`config.mk`:
```
export PLATFORM = sky130hd
export DESIGN_NAME = fir_coeff_ctrl
export DESIGN_NICKNAME = d
export VERILOG_FILES = /design/src/rtl/fir_coeff_ctrl.sv
export SDC_FILE = /design/constraint.sdc
export NUM_CORES = 1
export LEC_CHECK = 0
export CAP_MARGIN = 20
export CORE_MARGIN = 4
export CORE_UTILIZATION = 30
export CTS_CLUSTER_SIZE = 25
export DETAILED_ROUTE_END_ITERATION = 10
export DONT_BUFFER_PORTS = 1
export PLACE_DENSITY = 0.42
export RECOVER_POWER = 50
export SYNTH_ARGS = -nofsm -noshare
export SYNTH_HDL_FRONTEND = slang
export SYNTH_SLANG_ARGS = --single-unit
```
`constraint.sdc`:
```
create_clock -name i_clock -period 2 [get_ports i_clock]
set_clock_uncertainty 0.2 [all_clocks]
set_input_delay 0.2 -clock i_clock [delete_from_list [all_inputs] [get_ports i_clock]]
set_output_delay 0.2 -clock i_clock [all_outputs]
set_load 0.005 [all_outputs]
```
`src/rtl/fir_coeff_ctrl.sv`:
```
// Coefficient shadow-load and atomic bank-swap controller for the I/Q FIR, with post-swap output-valid masking.
// Latency: o_coeff_ready one cycle after i_load_start; o_swap/o_coeffs one cycle after the last beat; all outputs registered.
// Backpressure: o_coeff_ready is high only while loading; beats offered outside LOAD are dropped, never stalled.
module fir_coeff_ctrl #(
    parameter int NB_COEFF  = 16,
    parameter int NBF_COEFF = 15,
    parameter int N_COEFFS  = 17
) (
    input  logic                           i_clock,
    input  logic                           i_reset,
    input  logic                           i_load_start,
    input  logic                           i_abort,
    input  logic                           i_coeff_valid,
    input  logic signed [NB_COEFF-1:0]     i_coeff_data,
    output logic                           o_coeff_ready,
    input  logic                           i_valid,
    output logic [N_COEFFS*NB_COEFF-1:0]   o_coeffs,
    output logic                           o_swap,
    output logic                           o_out_valid,
    output logic                           o_busy,
    output logic                           o_error
);

    localparam int BANK_W = N_COEFFS * NB_COEFF;
    // Index and flush counter both need to hold N_COEFFS-1.
    localparam int IDX_W  = $clog2(N_COEFFS);
    localparam logic [IDX_W-1:0] LAST_IDX = IDX_W'(N_COEFFS - 1);

    // Unity gain in Q(NBF_COEFF) placed on the centre tap: a pass-through filter.
    localparam logic [NB_COEFF-1:0] UNITY      = NB_COEFF'((2 ** NBF_COEFF) - 1);
    localparam logic [BANK_W-1:0]   IDENT_BANK = BANK_W'(UNITY) << ((N_COEFFS / 2) * NB_COEFF);

    typedef enum logic [1:0] {
        ST_IDLE  = 2'd0,
        ST_LOAD  = 2'd1,
        ST_SWAP  = 2'd2,
        ST_FLUSH = 2'd3
    } state_t;

    state_t                      state_q;
    logic [IDX_W-1:0]            idx_q;
    logic [IDX_W-1:0]            idx_d;
    logic [IDX_W-1:0]            flush_cnt_q;
    logic [IDX_W-1:0]            flush_cnt_d;
    logic signed [NB_COEFF-1:0]  shadow_q [N_COEFFS];
    logic [BANK_W-1:0]           shadow_pack;
    logic [BANK_W-1:0]           active_q;
    logic                        coeff_ready_q;
    logic                        swap_q;
    logic                        out_valid_q;
    logic                        busy_q;
    logic                        error_q;

    // Next write index and next flush count.
    always_comb begin
        idx_d       = idx_q + IDX_W'(1);
        flush_cnt_d = flush_cnt_q - IDX_W'(1);
    end

    // Shadow bank as it will look once the final beat lands, so the swap can
    // happen on the same edge that accepts that beat.
    always_comb begin
        shadow_pack = '0;
        for (int k = 0; k < N_COEFFS - 1; k++) begin
            shadow_pack[k*NB_COEFF +: NB_COEFF] = shadow_q[k];
        end
        shadow_pack[(N_COEFFS-1)*NB_COEFF +: NB_COEFF] = i_coeff_data;
    end

    // Controller FSM with all outputs registered alongside the state.
    always_ff @(posedge i_clock) begin
        if (i_reset) begin
            // Reset looks like a fresh swap: identity taps, delay line must refill.
            state_q       <= ST_FLUSH;
            flush_cnt_q   <= LAST_IDX;
            idx_q         <= '0;
            coeff_ready_q <= 1'b0;
            swap_q        <= 1'b0;
            error_q       <= 1'b0;
            out_valid_q   <= 1'b0;
            busy_q        <= 1'b1;
            active_q      <= IDENT_BANK;
            for (int k = 0; k < N_COEFFS; k++) begin
                shadow_q[k] <= '0;
            end
        end else begin
            swap_q  <= 1'b0;
            error_q <= 1'b0;
            case (state_q)
                ST_IDLE: begin
                    if (i_load_start) begin
                        state_q       <= ST_LOAD;
                        idx_q         <= '0;
                        coeff_ready_q <= 1'b1;
                        busy_q        <= 1'b1;
                    end
                end
                ST_LOAD: begin
                    if (i_abort) begin
                        // Partial set is dropped; the active bank is left alone.
                        state_q       <= ST_IDLE;
                        idx_q         <= '0;
                        coeff_ready_q <= 1'b0;
                        busy_q        <= 1'b0;
                        error_q       <= 1'b1;
                    end else if (i_coeff_valid) begin
                        shadow_q[idx_q] <= i_coeff_data;
                        if (idx_q == LAST_IDX) begin
                            // Swap lands on the edge after the last beat is presented,
                            // so o_swap and o_coeffs change together.
                            state_q       <= ST_SWAP;
                            coeff_ready_q <= 1'b0;
                            swap_q        <= 1'b1;
                            active_q      <= shadow_pack;
                            out_valid_q   <= 1'b0;
                        end else begin
                            idx_q <= idx_d;
                        end
                    end
                end
                ST_SWAP: begin
                    state_q     <= ST_FLUSH;
                    flush_cnt_q <= LAST_IDX;
                end
                ST_FLUSH: begin
                    if (i_valid) begin
                        // Leave when this sample takes the counter to zero; the
                        // swap cycle already counted as the first masked sample.
                        flush_cnt_q <= flush_cnt_d;
                        if (flush_cnt_q <= IDX_W'(1)) begin
                            state_q     <= ST_IDLE;
                            flush_cnt_q <= '0;
                            out_valid_q <= 1'b1;
                            busy_q      <= 1'b0;
                        end
                    end
                end
                default: begin
                    state_q     <= ST_FLUSH;
                    flush_cnt_q <= LAST_IDX;
                    busy_q      <= 1'b1;
                    out_valid_q <= 1'b0;
                end
            endcase
        end
    end

    assign o_coeffs      = active_q;
    assign o_coeff_ready = coeff_ready_q;
    assign o_swap        = swap_q;
    assign o_out_valid   = out_valid_q;
    assign o_busy        = busy_q;
    assign o_error       = error_q;

endmodule
```
After elaboration in Yosys (flattened, before gate mapping)
Memory sizes are Yosys's and may differ from the RTL's. A register that Yosys moved wholly into a read port is not among the register bits.
Index checks and enable logic that the tools add are counted.
Word-level totals
  bits in registers: 289
  latch bits: 0
  memory bits (writable): 272
  memory bits (read-only): 0
  output and inout bits: 277
  memories kept: 1
Memories
  shadow_q: words 17, bits a word 16, read ports 16, clocked after Yosys merged registers in 16, write ports 17, line 45  | logic signed [NB_COEFF-1:0] shadow_q [N_COEFFS];
Cells by class
  add/sub/neg operators: 2
  $mul: 0
  divide/modulo/power cells: 0
  order comparisons: 1
  eq/ne operators: 14
  shifts and indexed selects: 0
  multiplexer cells: 40
  bitwise gates (word level): 3
  reduce and logical (&&, ||, !) cells: 15
Operators with widths (number)
  two-way mux 5 bit: 7
  two-way mux 1 bit: 20
  one-hot mux 5 bit (2 select lines): 2
  two-way mux 16 bit: 1
  OR reduction 16 bit: 1
  inequality test 2 bit (second input constant): 7
  two-way mux 2 bit: 6
  AND reduction 4 bit: 3
  AND reduction 5 bit: 2
  inequality test 3 bit (second input constant): 3
  one-hot mux 2 bit (4 select lines): 1
  AND reduction 6 bit: 1
  nonzero test 2 bit: 3
  adder 5 x 1 -> 5 bit (second input constant): 1
  equality test 5 bit (second input constant): 1
  <= comparator 5 x 1 -> 1 bit (second input constant): 1
  subtractor 5 x 1 -> 5 bit (second input constant): 1
  equality test 2 bit (second input constant): 2
  one-hot mux 1 bit (2 select lines): 2
  OR reduction 4 bit: 1
  NOT 1 bit: 3
  one-hot mux 1 bit (3 select lines): 1
  nonzero test 3 bit: 1
  equality test 2 x 1 -> 1 bit (second input constant): 1
  other kinds (3): 3

Logic depth before layout (Yosys ltp)
  depth in word-level cells: 7
  mapped depth: 8

Worst setup path after synthesis
No wires, ideal clock.
  path type: register to register
  start point: register state_q[0]
  end point: memory shadow_q[0][0] (enable)
  library setup time: 0.367 ns
  arrival time: 1.404 ns
  path slack: 0.029 ns
  stages on the path, launching flop included: 5
  buffers on the path: 1
  period minus slack after synthesis: 1.971 ns
  path through: dfxtp_1 -> buf_6 -> nor3b_2 -> and3_1 -> a21o_1
RTL lines
  start: declaration: line 40  | state_t state_q;
  start signal: assignment: line 74  | state_q <= ST_FLUSH;
  start signal: assignment: line 92  | state_q <= ST_LOAD;
  start signal: assignment: line 101  | state_q <= ST_IDLE;
  end: declaration: line 45

Worst setup path in the final report
  start point: register idx_q[1]
  end point: register active_q[3] (netlist: o_coeffs[3]) (read register of shadow_q)
On the way
  longest elaborated chain between the ends: 2
Ends and longest elaborated chain
  start: declaration: line 41  | logic [IDX_W-1:0] idx_q;
  start signal: assignment: line 117  | idx_q <= idx_d;
  equality test 5 bit: line 108  | if (idx_q == LAST_IDX) begin
  AND reduction 4 bit (no source line)
  end: declaration: line 47  | logic [BANK_W-1:0] active_q;
Every way passes these cells.
A chain may end at the register's enable or synchronous reset.

==> out/results.ini <==
[status]
outcome = complete, but fails checks
violations = negative hold slack

[clock_network]
numCtsBuffers = 59
insertion_delay_ps = 620
htreeDepth = 2
cts_sinks = 545
ctsRootBufferMaster = clkbuf_16
clkTransAtPathRegs_ps = 70
clockBufferDepth = 3
cts_tree = yes

[yosys]
synth_area_per_cell_um2 = 11.0
synthFlopType = dfxtp_1
synth_top_area_cell = edfxtp_1
netlist_instances = 1959
syn_nets = 1987
async_flop_share_pct = 0
yosysMostFrequentCell = nand2_1
yosysWarnings = 0
ys_ff_latch = 545
ys_types = 46
synth_top_area_share_pct = 35.8
ys_seq_area_share_pct = 62.8
synth.cell_area_um2 = 21500
synth_edf_count = 256
synth_area_leaders = edfxtp_1 36%, dfxtp_1 27%, mux2i_1 8.2%
synth_common_cells = 386 x nand2_1, 289 x dfxtp_1, 289 x nor2_1

[flow_run]
cap_violations = 0

[global_routing]
gr-usage-all-layers_pct = 17.9
grt_max_degree = 155
grt_pass1_vias = 14500
antenna_found_initial = 5
grt_pass1_wl_um = 101000
grt.overflow.total = 0

[drt]
dr.first_iter.drc_count = 1081
ant_nets = 0
first_pass_iters = 5
wire_per_inst_um = 23.8
vias = 14900
vias_per_cell = 4.92
drt_wl_total_um = 72200
route.detailed.drc = 0

[placement]
gp_congestion = 0.766
place_area_um2 = 23000
pre_cts_ws_ps = -67.2
numPortBuffers = 0
dpl.hpwl_um = 43200

[worst_setup_path]
crit_end = o_coeffs[3]$_SDFFE_PP0P_
cp_cell_sequence = inv_2, ha_4, and4bb_4, and3_4, buf_6, clkbuf_16, buf_16, a31o_2
worstSetupPathType = reg -> reg
r2r_start = idx_q[1]$_SDFFE_PP0P_
startpoint_type = flip-flop
crit_path_end_kind = flip-flop
slowest_delay_ps = 340
startpoint = idx_q[1]$_SDFFE_PP0P_
rr_worst_depth = 8
path_buf_inv = 4
crit_cells = 8
crit_family = buffers and inverters
r2r-end = o_coeffs[3]$_SDFFE_PP0P_
worstPathRequired_ps = 2300
cp_max_fo = 6
r2r_slack_ps = 20
cpMaxStageDelayCell = dfxtp_2
arrival_ps = 2280

[finish]
final.fill_count = 6949
syn2layout_area_growth_pct = 22.4
diodes = 0
drive_gt1_share_pct = 11.7
finalInstanceArea_um2 = 26300
fin_util_pct = 37.3
nNetsFinal = 2070

[sta]
setup_viol = 0
hold_ws_ps = -432
worst_slack_ps = 19.9
drv_slew = 0
period_needed_ps = 1980
rsz0062_at_grt = true
fmax_ghz = 0.505
final-hold-violation-count = 362
fin_crit_sh_pct = 99.0
tightest_slew_ps = 852
slew_headroom_pct = 43.0
fin_setup_tns_ps = 0

[floorplan]
core_area_um2 = 70500
ioPinCount = 299
start_util_pct = 30.4
num_rows = 97
dieArea_um2 = 75900
die_y_um = 275
fp.dieW_um = 275

[pwr]
p_per_area_nw_per_um2 = 894
ir_worst_vdd_v = 0.000695
power_leakage_uw = 0.00886

[worst_hold_path]
min_path_type = in -> reg

## layout by cell type (no fill, tap or decap), drive strengths merged, types with 2 or more instances in the layout
| cell type | Yosys | final |
|---|---|---|
| a211o | 4 | 4 |
| a21o | 17 | 17 |
| a21oi | 8 | 8 |
| a311oi | 99 | 99 |
| a31o | 97 | 97 |
| a41oi | 2 | 2 |
| and2 | 2 | 2 |
| and3 | 6 | 6 |
| buf | 43 | 98 |
| bufinv | 0 | 2 |
| clkbuf | 122 | 101 |
| clkinv | 0 | 23 |
| dfxtp | 289 | 289 |
| dlygate4sd3 | 0 | 71 |
| edfxtp | 256 | 256 |
| ha | 6 | 6 |
| inv | 106 | 108 |
| mux2i | 176 | 176 |
| nand2 | 386 | 386 |
| nand3 | 7 | 7 |
| nand4 | 5 | 5 |
| nand4bb | 2 | 2 |
| nor2 | 289 | 289 |
| nor2b | 2 | 2 |
| nor3 | 4 | 4 |
| nor3b | 5 | 5 |
| o21ai | 5 | 5 |
| o21bai | 2 | 2 |
| o31ai | 3 | 3 |
| or4 | 2 | 2 |
## power breakdown
part	internal [uW]	switching, uW	leakage (uW)
clock network	6020	4520	0.000911
logic	342	644	0.00300
registers	11900	106	0.00495
## logic make-up (layout without fill, tap and decap cells)
logic type | Yosys count | after routing | synth area share, %
AND/OR/NAND/NOR | 715 | 715 | 13.1
buffers and inverters | 271 | 403 | 5.89
multiplexers | 176 | 176 | 8.21
AO/OA/AOI/OAI | 246 | 246 | 9.69
flip-flops | 545 | 545 | 62.8
adder cells (fa/ha/maj) | 6 | 6 | 0.350
## per-stage QoR
stage	power (uW)	instances
after floorplan	12700	1959
after global routing	24400	3031
after CTS	23800	3005
after detailed placement	13000	2816
after global placement	13000	2816
final	23500	3031
## worst min-delay path by stage
| stage | from | endpoint | slack, ps | cells after the start |
|---|---|---|---|---|
| 6_report | i_reset | o_coeff_ready$_SDFFE_PP0P_ | -430 | 1 |
| 2_1_floorplan | i_abort | o_error$_SDFF_PP0_ | 120 | 1 |
| 5_1_grt | i_reset | o_coeff_ready$_SDFFE_PP0P_ | -500 | 1 |
| 3_5_place_dp | i_reset | flush_cnt_q[0]$_SDFFE_PP0P_ | 100 | 1 |
| 3_3_place_gp | i_reset | flush_cnt_q[1]$_SDFFE_PP0P_ | 110 | 1 |
| 4_1_cts | i_reset | flush_cnt_q[0]$_SDFFE_PP0P_ | -570 | 1 |
## sequential cells by signal, summed over array words and instances (netlist names), named ones only
name / count
o_coeff_ready: 1
o_busy: 1
o_error: 1
flush_cnt_q: 5
o_coeffs: 272
o_swap: 1
idx_q: 5
o_out_valid: 1
shadow_q: 256
state_q: 1
## worst reg2reg max path, cell delays in order, from the launching register on
cell and delay, ps:
dfxtp_2 340, inv_2 50, ha_4 160, and4bb_4 190
and3_4 210, buf_6 140, clkbuf_16 170, buf_16 150
a31o_2 240
## routing by layer
layer | GRT usage, % | part of all wire, % | vias to the layer above
met5 | 0 | 0.037 | -
met3 | 5.28 | 7.4 | 88
met1 | 24.5 | 44 | 7451
met4 | 3.80 | 2.0 | 4
met2 | 28.3 | 46 | 396
li1 | - | - | 6960
## cell type report
cell class                 instances  area (um2)  share of cell area, %
sequential                       545       13500                   51.3
multi-input combinational       1143        6800                   25.9
timing repair buffer             187        2570                   9.78
clock buffer                      83        1660                   6.31
tap                              940        1180                   4.47
inverter                         106         405                   1.54
clock inverter                    27         196                  0.747
## timing repair
action / in CTS / in global routing
pin swaps: 1 / 21
cloned: 5 / 19
resized for setup: 14 / 28
hold endpoints to repair: 793 / 376
setup buffers: 4 / 7
hold buffers: 70 / 3
setup endpoints to repair: 203 / 325
Note: power is estimated with default switching activity, not from simulation.
==> RTL change, RTL diff (same settings) <==
Set the parameter `N_COEFFS` to 34 (it was 17).
--- a/src/rtl/fir_coeff_ctrl.sv
+++ b/src/rtl/fir_coeff_ctrl.sv
@@ -4,7 +4,7 @@
 module fir_coeff_ctrl #(
     parameter int NB_COEFF  = 16,
     parameter int NBF_COEFF = 15,
-    parameter int N_COEFFS  = 17
+    parameter int N_COEFFS  = 34
 ) (
     input  logic                           i_clock,
     input  logic                           i_reset,
Ports: changed (resized o_coeffs); port bits go from 299 to 571. No check against the original RTL was run, so the function may have changed too.
==> RTL change against the original RTL <==
  * The flow finishes with violations (negative hold slack, max-slew violations, negative setup slack)
  * Design area is 89% higher
  * Sequential cell count increased by 546
  * Die area is 77% higher
  * Count of clock-buffer cells in the layout grew 95
  * Power increased by 100%
  * Synthesized area rose by 80%
  * Sequential share of layout area is 3.4 points higher
  * Sequential power is 99% higher
  * Worst setup slack worse by 0.45 ns
  * Routed wire length rose by 95%
  * Critical path type unchanged
  * Largest cell class unchanged
==> RTL change: results (changes against the original RTL) <==
- The clock buffer count from CTS was 120 (+100%).
- The instance area at placement was 42000 µm² (+83%).
- Final Hold Fails: 399 (+10%)
- The violation count after the first detailed-routing iteration came to 1932 (+79%).
- Maximum number of pins on one net before global-route repair: 606 (+290%)
- The highest net fanout along the worst path was 7 (+1).
* Placed wire-length estimate: 86.1 mm (+99%)
- Critical-path cell with the highest stage delay: sky130_fd_sc_hd__or4b_4
- Final-report max-slew violation count: 123 (+123)
- The clock latency reported for the late side of the worst-skew pair was 0.74 ns (+0.12 ns).
* Summed negative setup slack over all endpoints: -448.47 ns (-448.47 ns)
- Failing checks: negative hold slack, max-slew violations, negative setup slack
* Met2 GRT Util: 0.324 (+0.0414)
* Status: finished, violations left
- The first-pass GRT wire length was 196 mm (+93%).
- The placer's final routability congestion estimate came to 0.751 (-1.9%).
* Max reg flops: 544 (+100%)
* H-tree Lvls: 3 (+1)
* Met3 usage: 0.0666 (+0.0138)
- Sorting the synthesized cells by area gives the leading types as sky130_fd_sc_hd__edfxtp_1, sky130_fd_sc_hd__dfxtp_1, sky130_fd_sc_hd__nand2_1.
* Final WS setup: -0.430 ns (-0.450 ns)
- Hold Worst Slack: -0.591 ns (-0.159 ns)
- The overall routed net length came to 140 mm (+95%).
* P_leak: 16.4 nW (+86%)
- The number of setup violations in the final report was 1594 (+1594).
- The max-slew headroom at the worst pin was -0.138 (-0.569).
* CP peak stage delay: 0.57 ns (+0.23 ns)
==> RTL change: changes by cell type after synthesis, sizes merged, moves of 98 or more <==
cell / unedited run / this run
nand2: 386 / 1142
a21oi: 8 / 537
dfxtp: 289 / 563
edfxtp: 256 / 528
nor2: 289 / 499
mux2i: 176 / 1
inv: 106 / 7
a311oi: 99 / 1
==> RTL change: layout make-up <==
class                           count  area, µm²
Sequential cell                  1091      27100
Clock inverter                     49        578
Multi-Input combinational cell   2356      12400
Fill cell                       12600      78100
Inverter                            7       26.3
Timing Repair Buffer              259       3840
Clock buffer                      178       3530
Antenna cell                        1       2.50
Tap cell                         1662       2080
==> RTL change: path summary, 6_finish.rpt <==
| path | slack (ns) | to | startpoint | depth (start not counted) |
|---|---|---|---|---|
| max | -0.43 | shadow_q[18][9] | idx_q[5] | 9 |
| min | -0.59 | o_coeffs[382] | i_reset | 1 |
| max reg2reg | -0.43 | shadow_q[18][9] | idx_q[5] | 9 |
| min reg2reg | 0.27 | o_coeffs[277] | shadow_q[17][5] | 2 |
==> RTL change: routing by layer <==
metal / vias to the layer above / share of wire
met4: 4 / 0.017
met2: 711 / 0.47
met3: 151 / 0.081
li1: 12600 / -
met1: 13500 / 0.43
met5: - / 0.00015
==> RTL change: cells by family (layout without fill, tap and decap cells) <==
family	after synthesis	in the layout	share of synthesized area
buffers and inverters	295	493	0.0352
XOR/XNOR	3	3	0.000680
flip-flops	1091	1091	0.702
AO/OA/AOI/OAI	561	562	0.0740
AND/OR/NAND/NOR	1772	1786	0.186
multiplexers	1	1	0.000259
adder cells (fa/ha/maj)	4	4	0.00130
other	0	1	0
==> RTL change: power breakdown <==
group	total [mW]	internal (mW)	switching, mW
Clock	23.0	13.7	9.25
Sequential	23.9	23.7	0.135
Combinational	0.727	0.291	0.436
Total	47.5	37.7	9.82
==> RTL change: what timing repair did <==
item / 4_1_cts / 5_1_grt
pin swaps: 12 / 219
hold endpoints to repair: 1619 / 675
cloned: 21 / 23
setup buffers: 17 / 11
endpoints found under the setup margin: 1594 / 1604
gates resized for setup: 91 / 422
hold buffers: 21 / 1
==> RTL change: worst reg2reg max path, stage by stage (launching register included) <==
cell	delay, ns
sky130_fd_sc_hd__dfxtp_2	0.32
sky130_fd_sc_hd__or4b_4	0.57
sky130_fd_sc_hd__buf_4	0.17
sky130_fd_sc_hd__nor4_4	0.21
sky130_fd_sc_hd__buf_12	0.17
sky130_fd_sc_hd__buf_12	0.11
sky130_fd_sc_hd__nand2_8	0.05
sky130_fd_sc_hd__nand2b_4	0.11
sky130_fd_sc_hd__buf_12	0.12
sky130_fd_sc_hd__buf_8	0.10
